### src/rtl/rv_imm_pkg.sv
`default_nettype none
// ============================================================================
//  Package     : rv_imm_pkg
//  Description : Shared RV32I immediate definitions: format codes and the
//                signed range limits of every immediate format.
//  Revision    : 1.0 - initial release
// ============================================================================
package rv_imm_pkg;

    // Format codes, identical to the ones used by the immediate decode path.
    // Codes 3'b110 and 3'b111 are reserved.
    typedef enum logic [2:0] {
        FMT_I       = 3'b000,
        FMT_I_SHAMT = 3'b001,
        FMT_S       = 3'b010,
        FMT_B       = 3'b011,
        FMT_J       = 3'b100,
        FMT_U       = 3'b101
    } imm_fmt_e;

    // 12-bit signed immediates (I, S).
    localparam logic signed [31:0] c_imm12_min = -32'sd2048;
    localparam logic signed [31:0] c_imm12_max =  32'sd2047;
    // 13-bit branch offsets; bit 0 is implicit so the maximum is even.
    localparam logic signed [31:0] c_imm13_min = -32'sd4096;
    localparam logic signed [31:0] c_imm13_max =  32'sd4094;
    // 21-bit jump offsets; bit 0 is implicit so the maximum is even.
    localparam logic signed [31:0] c_imm21_min = -32'sd1048576;
    localparam logic signed [31:0] c_imm21_max =  32'sd1048574;

endpackage : rv_imm_pkg
`default_nettype wire

### src/rtl/imm_encoder_if.sv
`default_nettype none
// ============================================================================
//  Interface   : imm_encoder_if
//  Description : Input and output streams of the immediate encoder.
//                Signal directions in the names are seen from the encoder.
//  Ports       : input side  i_valid/o_ready, i_base, i_imm, i_fmt, i_flush
//                output side o_valid/i_ready, o_instr, o_addr, o_err,
//                            o_err_sticky
//  Revision    : 1.0 - initial release
// ============================================================================
interface imm_encoder_if #(
    parameter int ADDR_W = 32
);
    logic              i_valid;
    logic              o_ready;
    logic [31:0]       i_base;
    logic [31:0]       i_imm;
    logic [2:0]        i_fmt;
    logic              i_flush;
    logic              o_valid;
    logic              i_ready;
    logic [31:0]       o_instr;
    logic [ADDR_W-1:0] o_addr;
    logic              o_err;
    logic              o_err_sticky;

    // Encoder side.
    modport slave (
        input  i_valid, i_base, i_imm, i_fmt, i_flush, i_ready,
        output o_ready, o_valid, o_instr, o_addr, o_err, o_err_sticky
    );

    // Producer / consumer side.
    modport master (
        output i_valid, i_base, i_imm, i_fmt, i_flush, i_ready,
        input  o_ready, o_valid, o_instr, o_addr, o_err, o_err_sticky
    );
endinterface : imm_encoder_if
`default_nettype wire

### src/rtl/imm_encoder_scatter.sv
`default_nettype none
// ============================================================================
//  Module      : imm_scatter
//  Description : Combinational RV32I immediate scatter. Produces the bit mask
//                of the format's immediate positions, the immediate bits
//                placed in those positions, and a range/format error flag.
//  Ports       : i_fmt   format code (see rv_imm_pkg::imm_fmt_e)
//                i_imm   two's complement immediate
//                o_mask  1 where the instruction bit belongs to the immediate
//                o_value scattered immediate, zero outside o_mask
//                o_err   immediate does not fit or format is reserved
//  Revision    : 1.0 - initial release
// ============================================================================
module imm_scatter
    import rv_imm_pkg::*;
(
    input  wire logic [2:0]  i_fmt,
    input  wire logic [31:0] i_imm,
    output logic      [31:0] o_mask,
    output logic      [31:0] o_value,
    output logic             o_err
);

    logic signed [31:0] w_simm;
    assign w_simm = $signed(i_imm);

    always_comb begin
        o_mask  = 32'h0000_0000;
        o_value = 32'h0000_0000;
        o_err   = 1'b0;
        case (i_fmt)
            FMT_I: begin
                o_mask  = 32'hFFF0_0000;
                o_value = {i_imm[11:0], 20'b0};
                o_err   = (w_simm < c_imm12_min) || (w_simm > c_imm12_max);
            end
            FMT_I_SHAMT: begin
                // funct7 in [31:25] stays with the base word.
                o_mask  = 32'h01F0_0000;
                o_value = {7'b0, i_imm[4:0], 20'b0};
                o_err   = (i_imm[31:5] != 27'b0);
            end
            FMT_S: begin
                o_mask  = 32'hFE00_0F80;
                o_value = {i_imm[11:5], 13'b0, i_imm[4:0], 7'b0};
                o_err   = (w_simm < c_imm12_min) || (w_simm > c_imm12_max);
            end
            FMT_B: begin
                o_mask  = 32'hFE00_0F80;
                o_value = {i_imm[12], i_imm[10:5], 13'b0,
                           i_imm[4:1], i_imm[11], 7'b0};
                o_err   = (w_simm < c_imm13_min) || (w_simm > c_imm13_max)
                          || i_imm[0];
            end
            FMT_J: begin
                o_mask  = 32'hFFFF_F000;
                o_value = {i_imm[20], i_imm[10:1], i_imm[11],
                           i_imm[19:12], 12'b0};
                o_err   = (w_simm < c_imm21_min) || (w_simm > c_imm21_max)
                          || i_imm[0];
            end
            FMT_U: begin
                o_mask  = 32'hFFFF_F000;
                o_value = {i_imm[31:12], 12'b0};
                o_err   = (i_imm[11:0] != 12'b0);
            end
            default: begin
                // Reserved codes: flag the beat but still fill as I-type so
                // the emitted word is deterministic.
                o_mask  = 32'hFFF0_0000;
                o_value = {i_imm[11:0], 20'b0};
                o_err   = 1'b1;
            end
        endcase
    end

endmodule : imm_scatter
`default_nettype wire

### src/rtl/imm_encoder.sv
`default_nettype none
// ============================================================================
//  Module      : imm_encoder
//  Description : Streaming RV32I immediate encoder. Merges a scattered
//                immediate into a base instruction word, flags out-of-range
//                immediates and tags each emitted word with a running byte
//                address. Two register stages, valid/ready on both sides.
//  Ports       : i_clk   clock, rising edge
//                i_reset synchronous active-high reset (priority over flush)
//                bus     imm_encoder_if.slave - input beat, flush, output
//                        beat with address, error and sticky error
//  Parameters  : ADDR_W    width of the address counter
//                BASE_ADDR address of the first word, 4-byte aligned
//  Revision    : 1.0 - initial release
// ============================================================================
module imm_encoder
    import rv_imm_pkg::*;
#(
    parameter int              ADDR_W    = 32,
    parameter logic [ADDR_W-1:0] BASE_ADDR = '0
)(
    input  wire logic      i_clk,
    input  wire logic      i_reset,
    imm_encoder_if.slave   bus
);

    // Pipeline advances whenever the output register is empty or drained.
    logic w_en;
    logic w_out_hs;

    logic [31:0] w_mask;
    logic [31:0] w_value;
    logic        w_err;

    logic        r_s1_valid;
    logic [31:0] r_s1_base;
    logic [31:0] r_s1_mask;
    logic [31:0] r_s1_value;
    logic        r_s1_err;

    logic              r_o_valid;
    logic [31:0]       r_o_instr;
    logic              r_o_err;
    logic [ADDR_W-1:0] r_addr;
    logic              r_err_sticky;

    assign w_en     = !r_o_valid || bus.i_ready;
    assign w_out_hs = r_o_valid && bus.i_ready;

    imm_scatter u_scatter (
        .i_fmt   (bus.i_fmt),
        .i_imm   (bus.i_imm),
        .o_mask  (w_mask),
        .o_value (w_value),
        .o_err   (w_err)
    );

    // Stage 1: range check and scatter results.
    always_ff @(posedge i_clk) begin
        if (i_reset) begin
            r_s1_valid <= 1'b0;
            r_s1_base  <= 32'h0;
            r_s1_mask  <= 32'h0;
            r_s1_value <= 32'h0;
            r_s1_err   <= 1'b0;
        end else if (bus.i_flush) begin
            r_s1_valid <= 1'b0;
        end else if (w_en) begin
            r_s1_valid <= bus.i_valid;
            r_s1_base  <= bus.i_base;
            r_s1_mask  <= w_mask;
            r_s1_value <= w_value;
            r_s1_err   <= w_err;
        end
    end

    // Stage 2: merged instruction word. o_value is already zero outside the
    // mask, so a plain OR completes the merge.
    always_ff @(posedge i_clk) begin
        if (i_reset) begin
            r_o_valid <= 1'b0;
            r_o_instr <= 32'h0;
            r_o_err   <= 1'b0;
        end else if (bus.i_flush) begin
            r_o_valid <= 1'b0;
        end else if (w_en) begin
            r_o_valid <= r_s1_valid;
            r_o_instr <= (r_s1_base & ~r_s1_mask) | r_s1_value;
            r_o_err   <= r_s1_err;
        end
    end

    // Address counter and sticky error. A handshake coinciding with a flush
    // is not counted; the flush reloads the counter instead.
    always_ff @(posedge i_clk) begin
        if (i_reset) begin
            r_addr       <= BASE_ADDR;
            r_err_sticky <= 1'b0;
        end else if (bus.i_flush) begin
            r_addr       <= BASE_ADDR;
        end else if (w_out_hs) begin
            r_addr <= r_addr + ADDR_W'(4);
            if (r_o_err) begin
                r_err_sticky <= 1'b1;
            end
        end
    end

    assign bus.o_ready      = w_en;
    assign bus.o_valid      = r_o_valid;
    assign bus.o_instr      = r_o_instr;
    assign bus.o_err        = r_o_err;
    assign bus.o_addr       = r_addr;
    assign bus.o_err_sticky = r_err_sticky;

endmodule : imm_encoder
`default_nettype wire

### src/flat_wrapper.sv
// flat-port wrapper written by rule: the top's interface ports become plain ports
module imm_encoder_flat import rv_imm_pkg::*;
#(
    parameter int              ADDR_W    = 32,
    parameter logic [ADDR_W-1:0] BASE_ADDR = '0
)
  (i_clk, i_reset, bus_i_valid, bus_i_base, bus_i_imm, bus_i_fmt, bus_i_flush, bus_i_ready, bus_o_ready, bus_o_valid, bus_o_instr, bus_o_addr, bus_o_err, bus_o_err_sticky);
  imm_encoder_if #(.ADDR_W(ADDR_W)) bus_i ();
  input  wire logic i_clk;
  input  wire logic i_reset;
  input wire logic [$bits(bus_i.i_valid)-1:0] bus_i_valid;
  input wire logic [$bits(bus_i.i_base)-1:0] bus_i_base;
  input wire logic [$bits(bus_i.i_imm)-1:0] bus_i_imm;
  input wire logic [$bits(bus_i.i_fmt)-1:0] bus_i_fmt;
  input wire logic [$bits(bus_i.i_flush)-1:0] bus_i_flush;
  input wire logic [$bits(bus_i.i_ready)-1:0] bus_i_ready;
  output wire logic [$bits(bus_i.o_ready)-1:0] bus_o_ready;
  output wire logic [$bits(bus_i.o_valid)-1:0] bus_o_valid;
  output wire logic [$bits(bus_i.o_instr)-1:0] bus_o_instr;
  output wire logic [$bits(bus_i.o_addr)-1:0] bus_o_addr;
  output wire logic [$bits(bus_i.o_err)-1:0] bus_o_err;
  output wire logic [$bits(bus_i.o_err_sticky)-1:0] bus_o_err_sticky;
  assign bus_i.i_valid = bus_i_valid;
  assign bus_i.i_base = bus_i_base;
  assign bus_i.i_imm = bus_i_imm;
  assign bus_i.i_fmt = bus_i_fmt;
  assign bus_i.i_flush = bus_i_flush;
  assign bus_i.i_ready = bus_i_ready;
  assign bus_o_ready = bus_i.o_ready;
  assign bus_o_valid = bus_i.o_valid;
  assign bus_o_instr = bus_i.o_instr;
  assign bus_o_addr = bus_i.o_addr;
  assign bus_o_err = bus_i.o_err;
  assign bus_o_err_sticky = bus_i.o_err_sticky;
  imm_encoder #(.ADDR_W(ADDR_W), .BASE_ADDR(BASE_ADDR)) u_core (.i_clk(i_clk), .i_reset(i_reset), .bus(bus_i));
endmodule
### config.mk
export PLATFORM = sky130hd
export DESIGN_NAME = imm_encoder_flat
export DESIGN_NICKNAME = d
export VERILOG_FILES = /design/src/rtl/rv_imm_pkg.sv /design/src/rtl/imm_encoder_if.sv /design/src/rtl/imm_encoder_scatter.sv /design/src/rtl/imm_encoder.sv /design/src/flat_wrapper.sv
export SDC_FILE = /design/constraint.sdc
export NUM_CORES = 1
export LEC_CHECK = 0
export ABC_CLOCK_PERIOD_IN_PS = 4350
export BUFFER_PORTS_ARGS = -buffer_cell sky130_fd_sc_hd__buf_2
export CAP_MARGIN = 20
export CORE_AREA = 2 2 102 104
export CTS_BUF_LIST = sky130_fd_sc_hd__clkbuf_4 sky130_fd_sc_hd__clkbuf_8
export DETAILED_ROUTE_END_ITERATION = 7
export DIE_AREA = 0 0 104 106
export HOLD_SLACK_MARGIN = 0.15
export PLACE_DENSITY = 0.88
export SYNTH_ARGS = -nofsm -noshare
export SYNTH_HDL_FRONTEND = slang
export SYNTH_SLANG_ARGS = --single-unit
### constraint.sdc
create_clock -name i_clk -period 4.35 [get_ports i_clk]
set_input_delay 0.87 -clock i_clk [delete_from_list [all_inputs] [get_ports i_clk]]
set_output_delay 0.87 -clock i_clk [all_outputs]
set_load 0.03 [all_outputs]
Word-level counts from Yosys, hierarchy flattened --
Index checks and enable logic that the tools add are counted.
Storage, ports and cells: register bits after elaboration 165, bits in latches 0, RAM bits 0, ROM bits 0, bits of input ports 72, output and inout port bits 68, word-level logic and storage cells 46, memories kept 0
Cells by class: $add $sub $neg 1, multipliers 0, div/mod/pow operators 0, order comparisons 6, equal/unequal tests 5, shifts and indexed selects 0, mux-type cells 3, bitwise logic cells 4, reductions and logical operators 17
Operator list (count):
- $pmux W32 S5 | 1
- $pmux W32 S3 | 1
- $add A32 B3 Y32 const B | 1
- $and A32 B32 Y32 | 1
- $gt A32 B12 Y1 const B | 1
- $gt A32 B13 Y1 const B | 1
- $gt A32 B21 Y1 const B | 1
- $lt A32 B12 Y1 const B | 1
- $lt A32 B13 Y1 const B | 1
- $lt A32 B21 Y1 const B | 1
- $not A32 Y32 | 1
- $or A32 B32 Y32 | 1
- $reduce_bool A27 Y1 | 1
- $reduce_bool A12 Y1 | 1
- $reduce_or A2 Y1 | 4
- $eq A3 B2 Y1 const B | 2
- $eq A3 B3 Y1 const B | 2
- $logic_or A1 B1 Y1 | 6
- $pmux W1 S5 | 1
- $eq A3 B1 Y1 const B | 1
- $logic_not A3 Y1 | 1
- $reduce_and A3 Y1 | 1
- $reduce_and A2 Y1 | 1
- $logic_and A1 B1 Y1 | 1
- 2 further kinds | 2

Logic depth before layout (Yosys ltp) --
depth after elaboration 4, depth in mapped cells 9, depth with buffers taken out 7

Hierarchy --
Synthesis repeated with hierarchy kept, for this count alone.
Unflattened totals: cell total of the unflattened synthesis 962, area total of the unflattened synthesis 7274.5 sq um
By module, submodules not included:
- imm_encoder | instances 1, cells each 786, area each 6203.4 sq um, seq. area each 3263.1 sq um
- imm_scatter | instances 1, cells each 176, area each 1071.0 sq um, seq. area each 0.0 sq um

Worst setup path after synthesis --
OpenSTA, ideal clock, no wires.
path kind input port to flip-flop, from input bus_i_fmt[1], to register u_core.r_s1_value[25], setup time 0.128 ns, data arrival time 2.315 ns, required time 4.222 ns, path slack 1.907 ns, stages 8, path buffers 2, cells stage by stage clkbuf_1 -> inv_1 -> ha_1 -> buf_2 -> o21ai_0 -> a31oi_1 -> a222oi_1 -> nor2_1
Between the ends: word-level cells in the longest chain between the ends 2, elaborated cells between the ends (all ways) 6, those cells by class eq/ne: 5; mux: 1
RTL lines:
- start: declaration | RTL line flat_wrapper.sv:14 | input wire logic [$bits(bus_i.i_fmt)-1:0] bus_i_fmt;
- $eq A3 B3 Y1 (tied with other cells) | RTL line imm_encoder_scatter.sv:31 | case (i_fmt)
- $pmux W32 S5 (*) | RTL line imm_encoder_scatter.sv:31
- end signal: assignment | RTL line imm_encoder.sv:72 | r_s1_value <= w_value;
- end: declaration | RTL line imm_encoder.sv:38 | logic [31:0] r_s1_value;
Every way passes the cells marked *; elsewhere a longest branch is shown, timed or not. A chain may end at the register's enable or synchronous reset.

Final worst setup path --
from input bus_i_ready, to register u_core.r_s1_value[21]
Between the ends: word-level cells in the longest chain between the ends 2
RTL lines:
- start: declaration | RTL line flat_wrapper.sv:16 | input wire logic [$bits(bus_i.i_ready)-1:0] bus_i_ready;
- $logic_or A1 B1 Y1 | RTL line imm_encoder.sv:47 | assign w_en = !r_o_valid || bus.i_ready;
- $reduce_and A2 Y1 (no source line)
Every way passes these cells.

==> results.toml <==
[synthesis]
yosysTopAreaCellShare_pct = 47.7
ys.flop_type = "dfxtp_1"
synthTopCellsByCount = "dfxtp_1, nand2_1, nor2_1"
async_flop_share_pct = 0
synth.most_common_cell = "dfxtp_1"
ys_ff_latch = 128
syn_area_per_cell_um2 = 8.43
syn-cell-area_um2 = 5370
yosysSeqAreaShare_pct = 47.7
synth_cell_type_count = 54
synth-edff-count = 0
syn_inst = 637
ys_top_cells_by_area = "dfxtp_1, nand2_1, a21oi_1"
yosysWarnings = 0
yosysTopAreaCell = "dfxtp_1"

[global_routing]
grt_max_degree = 98
grt_pass1_vias = 4821
antenna_found_initial = 0
grt_pass1_wl_um = 22600
globalRouteOverflowTotal = 0
gr-usage-all-layers_pct = 25.2

[placement]
dpl_worst_slack_ns = 1.26
io_buffers = 137
gp_congestion = 0.967
dpl.hpwl_um = 9910

[floorplanning]
core_region_area_um2 = 10000
fp.dieH_um = 106
start_util_pct = 53.7
ios = 140
die_area_um2 = 11000
die_w_um = 104
rows = 37

[power]
power.share.clock_pct = 40.8
power.internal_uw = 1840
p_comb_share_pct = 10.5
powerDensity_nw_per_um2 = 395
sequentialPowerShare_pct = 48.7
leakage_uw = 0.00270
p_total_uw = 2560
peakVddDrop_mv = 0.247
p_sw_share_pct = 28.2
power.switching_uw = 723

[job]
drv_cap = 0

[critical_path]
critical_path_class = "in2reg"
cp.arrival_ns = 2.66
cp-start-kind = "input port"
end_kind = "flop"
critPathMaxFanout = 32
worstPathRequired_ns = 4.64

[sta]
min_period_ns = 2.38
skew_ns = 0.00822
report.final.hold_viol_count = 0
fin_ws_ns = 1.97
worstMarginPinSlew_ns = 0.997
period_share_pct = 54.6
setup_viol = 0
fin_setup_tns_ns = 0
fmax_ghz = 0.421
slew_viol_final = 0
slew_headroom_pct = 33.4
rsz0062_at_grt = "no"

[detailed_routing]
vias = 5143
firstDrtPassIters = 5
finalWirelength_um = 13800
ant_nets = 0
drc = 0
routedWlPerCell_um = 15.3
drtIter0Drc = 595
via_per_inst = 5.68

[layout]
post-route-util_pct = 64.8
multi_input_area_um2 = 2550
antenna_cells = 0
area_growth_pct = 20.8
layout-drive-gt1-share_pct = 25.6
num-fill-cells = 866
final_nets = 833
regArea_um2 = 2560

[clock_tree]
cts_tree = "yes"
clock_path_buffers = 2
clock-sinks = 128
cts_hold_buf = 0
postCtsSetupBuffers = 0
clock_latency_ns = 0.43
path_clk_slew_ns = 0.08
numCtsBuffers = 17
cts_resized = 0
clockRootBuffer = "clkbuf_8"
htreeDepth = 4

[status]
outcome = "finished clean"

[hold_path]
min_path_type = "reg2reg"
==> layout make-up <==
type	count	area share [%]
clock buffer	17	3.61
clock inverter	15	2.66
inverter	15	0.868
multi-input combinational	450	39.4
sequential	128	39.5
tap	136	2.62
timing repair buffer	144	11.3
==> flip-flops by register name (all words and copies together), names as in the netlist, 4 cells and up <==
name and count:
u_core.bus.o_instr 32, u_core.r_s1_base 32, u_core.bus.o_addr 30, u_core.r_s1_value 25, u_core.r_s1_mask 4
==> cells in the final DEF, fill, tap and decap left out, drive strengths merged, types with 6 or more instances in the layout <==
master and count:
a211oi 27, a21oi 75, a222oi 10, a22oi 13, a31oi 6, and4 6
buf 144, clkbuf 17, dfxtp 128, inv 22, nand2 105, nand3 12
nand4 7, nor2 90, nor3 8, nor4 13, o21ai 10, xnor2 17
==> through the flow <==
stage	cells	cell area (um2)	hold slack (ns)
2_1_floorplan	638	5370	0.432
3_3_place_gp	872	6070	0.436
3_5_place_dp	872	6070	0.449
4_1_cts	904	6480	0.460
5_1_grt	905	6480	0.475
6_report	905	6480	0.456
==> metal layers <==
metal  track usage (%)  wire, um  up-vias
li1                  -         -     2484
met1              31.5      5890     2425
met2              42.3      6740      195
met3              5.58       794       39
met4              10.6       390        0
met5                 0         0        -
==> power by group through the flow <==
stage / clock network [uW] / registers [uW] / logic [uW]
after floorplan: 0 / 1300 / 139
after global placement: 0 / 1270 / 260
after detailed placement: 0 / 1270 / 267
after CTS: 1060 / 1250 / 268
after global routing: 1110 / 1250 / 297
final: 1040 / 1250 / 270
==> logic make-up (layout without fill, tap and decap cells) <==
logic type | Yosys count | count (layout) | share of synthesized area (%)
other cells | 1 | 2 | 0.0698
simple gates | 258 | 258 | 22.7
buf+inv | 60 | 191 | 4.94
compound gates | 158 | 158 | 18.8
mux | 6 | 6 | 1.17
xor+xnor | 21 | 21 | 3.43
fa+ha+maj | 5 | 5 | 1.17
flops | 128 | 128 | 47.7
==> final timing paths <==
check | from | cells after the start | slack, ns | endpoint
max | bus_i_ready | 8 | 1.97 | u_core.r_s1_value[21]$_SDFFE_PP0P_
min | u_core.r_s1_base[13]$_SDFFE_PP0P_ | 2 | 0.46 | u_core.r_s1_base[13]$_SDFFE_PP0P_
max reg2reg | u_core.bus.o_valid$_SDFFE_PP0N_ | 7 | 2.11 | u_core.r_s1_value[21]$_SDFFE_PP0P_
min reg2reg | u_core.r_s1_base[13]$_SDFFE_PP0P_ | 2 | 0.46 | u_core.r_s1_base[13]$_SDFFE_PP0P_
==> worst max-delay path: stages <==
cell and delay (ns):
buf_2 0.12, nor2b_1 0.11, buf_4 0.16, or2_2 0.53, buf_4 0.37, nor2_1 0.14
a222oi_1 0.28, nor2_1 0.08
Note: power is estimated with default switching activity, not from simulation.
